<file path="src/rtl/mem_port_arbiter.sv">
// Unified-memory port arbiter between instruction fetch (IF) and data access (DM).
// Fixed-latency memory; DM has priority, with a starvation guard that forces IF ahead.
//
// state   | meaning
// --------+------------------------------------------------------
// IDLE    | no access in flight, arbitrating every cycle
// BUSY_IF | IF read in flight, address mux on IF (addr_sel = 0)
// BUSY_DM | DM access in flight, address mux on DM (addr_sel = 1)
module mem_port_arbiter #(
  parameter int MEM_LAT    = 2,
  parameter int STARVE_MAX = 3,
  parameter int CNT_W      = 4
) (
  input  logic clk,
  input  logic rst,
  input  logic if_req,
  input  logic dm_req,
  input  logic dm_we,
  output logic addr_sel,
  output logic mem_en,
  output logic mem_we,
  output logic if_ack,
  output logic dm_ack,
  output logic if_stall,
  output logic dm_stall
);

  typedef enum logic [1:0] {
    IDLE    = 2'd0,
    BUSY_IF = 2'd1,
    BUSY_DM = 2'd2
  } state_t;

  localparam logic [CNT_W-1:0] LAT_C    = CNT_W'(MEM_LAT);
  localparam logic [CNT_W-1:0] STARVE_C = CNT_W'(STARVE_MAX);
  localparam logic [CNT_W-1:0] ONE_C    = CNT_W'(1);

  state_t           state, state_d;
  logic [CNT_W-1:0] lat_cnt;
  logic [CNT_W-1:0] starve_cnt;
  logic             we_q;

  logic busy, done, arb;
  logic if_eff, dm_eff;
  logic grant_if, grant_dm;

  assign busy = (state != IDLE);
  assign done = busy && (lat_cnt == LAT_C);
  assign arb  = !busy || done;

  // The requester being acked this cycle is not eligible to win again.
  assign if_eff = if_req && !((state == BUSY_IF) && done);
  assign dm_eff = dm_req && !((state == BUSY_DM) && done);

  always_comb begin
    state_d  = state;
    grant_if = 1'b0;
    grant_dm = 1'b0;
    if (arb) begin
      state_d = IDLE;
      if (dm_eff && !(if_eff && (starve_cnt == STARVE_C))) begin
        grant_dm = 1'b1;
        state_d  = BUSY_DM;
      end else if (if_eff) begin
        grant_if = 1'b1;
        state_d  = BUSY_IF;
      end
    end
  end

  always_ff @(posedge clk or posedge rst) begin
    if (rst) begin
      state      <= IDLE;
      lat_cnt    <= '0;
      starve_cnt <= '0;
      we_q       <= 1'b0;
    end else begin
      state <= state_d;

      if (grant_if || grant_dm) begin
        lat_cnt <= ONE_C;
        we_q    <= grant_dm && dm_we;
      end else if (done) begin
        lat_cnt <= '0;
      end else if (busy) begin
        lat_cnt <= lat_cnt + ONE_C;
      end

      // Counts DM wins taken while IF was asking; saturates at the guard level.
      if (grant_if) begin
        starve_cnt <= '0;
      end else if (grant_dm && if_req && (starve_cnt != STARVE_C)) begin
        starve_cnt <= starve_cnt + ONE_C;
      end
    end
  end

  assign addr_sel = (state == BUSY_DM);
  assign mem_en   = busy && (lat_cnt == ONE_C);
  assign mem_we   = (state == BUSY_DM) && (lat_cnt == ONE_C) && we_q;
  assign if_ack   = (state == BUSY_IF) && done;
  assign dm_ack   = (state == BUSY_DM) && done;
  assign if_stall = if_req && !if_ack;
  assign dm_stall = dm_req && !dm_ack;

endmodule

</file>
<file path="config.mk">
export PLATFORM = sky130hd
export DESIGN_NAME = mem_port_arbiter
export DESIGN_NICKNAME = d
export VERILOG_FILES = /design/src/rtl/mem_port_arbiter.sv
export SDC_FILE = /design/constraint.sdc
export NUM_CORES = 1
export LEC_CHECK = 0
export CAP_MARGIN = 20
export CELL_PAD_IN_SITES_DETAIL_PLACEMENT = 1
export CELL_PAD_IN_SITES_GLOBAL_PLACEMENT = 2
export CORE_AREA = 3 3 62 47
export DETAILED_ROUTE_END_ITERATION = 12
export DIE_AREA = 0 0 65 50
export PLACE_DENSITY = 0.75
export SETUP_SLACK_MARGIN = 0.3
export SLEW_MARGIN = 20
export SYNTH_ARGS = -nofsm -noshare
export SYNTH_HDL_FRONTEND = slang
export SYNTH_SLANG_ARGS = --single-unit
</file>
<file path="constraint.sdc">
create_clock -name clk -period 1.9 [get_ports clk]
set_input_delay 0.475 -clock clk [delete_from_list [all_inputs] [get_ports clk]]
set_output_delay 0.475 -clock clk [all_outputs]
set_load 0.005 [all_outputs]
</file>
==> summary.md <==
| Metric | Value |
|---|---|
| Status | `complete, but fails checks` |
| Failing checks | `negative setup slack` |
| Power per standard cell area | `1420 mW/mm²` |
| Clock skew after layout | `5.94 ps` |
| Final setup vio count | `8` |
| Reg2reg start | `lat_cnt[0]` |
| Critical Path RT | `1420 ps` |
| Register bit total from synthesis | `11` |
| GPL Wtd Cong | `0.767` |
| Area growth, synth to finish | `85.7%` |
| Core area | `0.00238 mm²` |
| Leakage | `0.579 nW` |
| Largest net degree at the start of global routing | `12` |
| Post-Synthesis Cells | `77` |
| Synth Warn # | `0` |
| Max-slew headroom | `63.8%` |
| Post-Route WL | `2.84 mm` |
| Syn Nets | `86` |
| Gr ovfl total | `0` |
| Critical path class | `reg2out` |
| Worst Tran Pin Value | `535 ps` |
| Initial antenna violation count | `0` |
| DRC viols | `0` |
| Max-slew violation count | `0` |
| DIE AREA | `0.00325 mm²` |
| Clock Sinks | `11` |
| Final min period | `2070 ps` |
| # IOs | `12` |
| Clk Latency, worst-skew pair | `280 ps` |
| Global Route Usage Sum | `17.2%` |
| Fmax | `0.484 GHz` |
| RSZ-0062 raised after global routing | `true` |
| Hold buffers post-CTS | `0` |
| Vias in the first global route | `779` |
| Async SR Flop Fraction | `100%` |
| Sequential element share of the synthesized area | `39.4%` |
| Worst Path Max Fanout | `2` |
| Netlist cell types | `28` |
| Setup ws final | `-166 ps` |
| Post-Route Setup TNS | `-757 ps` |
| Clk pin slew, worst setup/hold paths | `80 ps` |
| Wire per inst | `18.4 µm` |
| Die W | `65 µm` |
| Crit-path cells | `inv_2 > ha_4 > or3b_4 > nor3_4 > nor2b_1 > buf_2` |
| Final period utilization | `109%` |
| Drt pass-1 iters | `4` |
| Setup crit end | `dm_stall` |
| Die Span Y | `50 µm` |
| DRT iter0 DRCs | `40` |
| Crit path from | `lat_cnt[0]` |
| Final Non-Filler Cells | `154` |
| VDD IR-drop max | `0.000727 V` |
| Max-capacitance violation count | `0` |
| Slowest stage delay, CP | `400 ps` |
| Global-route wire length before repair | `4.06 mm` |
| Critical path launch point type | `register` |
| Port bufs | `11` |
| CTS tree | `yes` |
| Commonest non-fill, non-tap cell in the layout | `buf_4` |
| Top_reg_cell synth | `dfrtp_1` |
| Critical path's slowest cell | `dfrtp_1` |
| FF-to-FF path depth | `14` |
| NumNets Final | `130` |
| Post-route ant nets | `0` |
| Final hold violation count | `0` |
| CTS Buf Count | `3` |
| Initial Utilization | `29.3%` |
| Std cell rows | `15` |
| Fraction of layout cells with a size suffix above 1 | `56.7%` |
| Root buf cell | `clkbuf_4` |
| Placed insts | `138` |
| Crit. End Element | `output pin` |
| Final HPWL DP | `1.65 mm` |
| Fill cells | `277` |
| Most frequent cells in the layout | `buf_4, buf_6, dfrtp_1, nor2_1, buf_2` |
| CTS H-tree depth | `1` |
| Routed vias | `771` |
| Mean post-synth cell area | `9.07 µm²` |
| Worst Hold Class | `in2async` |
| Reg-to-reg endpoint | `we_q` |
| R2r setup slk | `-150 ps` |
| Worst EP arrival | `1590 ps` |
| Synthesized cell area | `698 µm²` |
| Post-placement setup slack | `-291 ps` |
| Antenna diode count | `0` |
| Drt via density | `5.01` |
| Number of synthesized flops with an enable pin | `0` |
| Max clock buf depth | `2` |
## cell type report
type	count	area [µm²]	share of cell area (%)
well taps	34	42.5	3.28
flip-flops and latches	11	277	21.3
clock buffers	3	22.5	1.74
repair buffers	40	350	27.0
inverters	5	18.8	1.45
multi-input cells	60	581	44.8
clock inverters	1	5.00	0.386
## metal layers
layer	global-route usage [%]	share of wire, %
met5	0	0
met4	3.16	0.32
met3	4.78	3.3
met2	29.0	50
met1	22.1	47
## critical path, delay by kind of cell, from the launching register on
family        cells  cell delay [ps]
simple gates      3              590
flops             1              400
buf+inv           2              200
fa+ha+maj         1              130
## stage by stage
step                      hold WS [ps]  util, %  instance area [µm²]  total power [mW]
after global placement             515     41.4                  986              1.13
after detailed placement           529     41.4                  986              1.15
after CTS                          509     49.0                 1170              1.62
final                              490     54.4                 1300              1.85
after global routing               532     54.4                 1300              1.97
after floorplan                    327        -                  719             0.806
## power breakdown
part | total, mW | switching, mW | internal [mW] | leakage [nW]
Sequential | 0.384 | 0.0635 | 0.320 | 0.139
Clock | 0.169 | 0.0908 | 0.0782 | 0.0177
Combinational | 1.29 | 0.634 | 0.660 | 0.422
## cells by family (layout without fill, tap and decap cells)
kind of cell	count (synthesis)	after routing	share of synthesized area [%]
xor+xnor	3	3	3.76
buf+inv	6	49	3.23
fa+ha+maj	4	4	7.17
simple gates	34	34	27.2
mux	2	2	2.87
flops	11	11	39.4
compound gates	17	17	16.3
## timing repair
action / CTS / global route
gates cloned: 0 / 0
setup endpoints to repair: 15 / 18
setup buffers: 10 / 2
gates resized for setup: 55 / 25
endpoints found under the hold margin: 0 / 0
pin swaps: 10 / 6
## registers in the layout (all words and copies together), names as in the netlist
register	cells
lat_cnt	4
starve_cnt	4
state	2
we_q	1
## synth_stat cells (3+ instances only)
library cell / n / area share, %
nor2_1: 11 / 5.9
ha_1: 4 / 7.2
nand3_1: 3 / 2.1
nand2_1: 6 / 3.2
dfrtp_1: 11 / 39
inv_1: 5 / 2.7
o21ai_0: 7 / 5.0
a21oi_1: 3 / 2.1
## worst min-delay path by stage
stage               cells after the start       endpoint
floorplan                               1     lat_cnt[0]
detailed placement                      2       state[1]
global placement                        2       state[1]
CTS                                     2  starve_cnt[1]
global route                            2  starve_cnt[0]
finish                                  2  starve_cnt[2]
(Power assumes the default switching activity.)
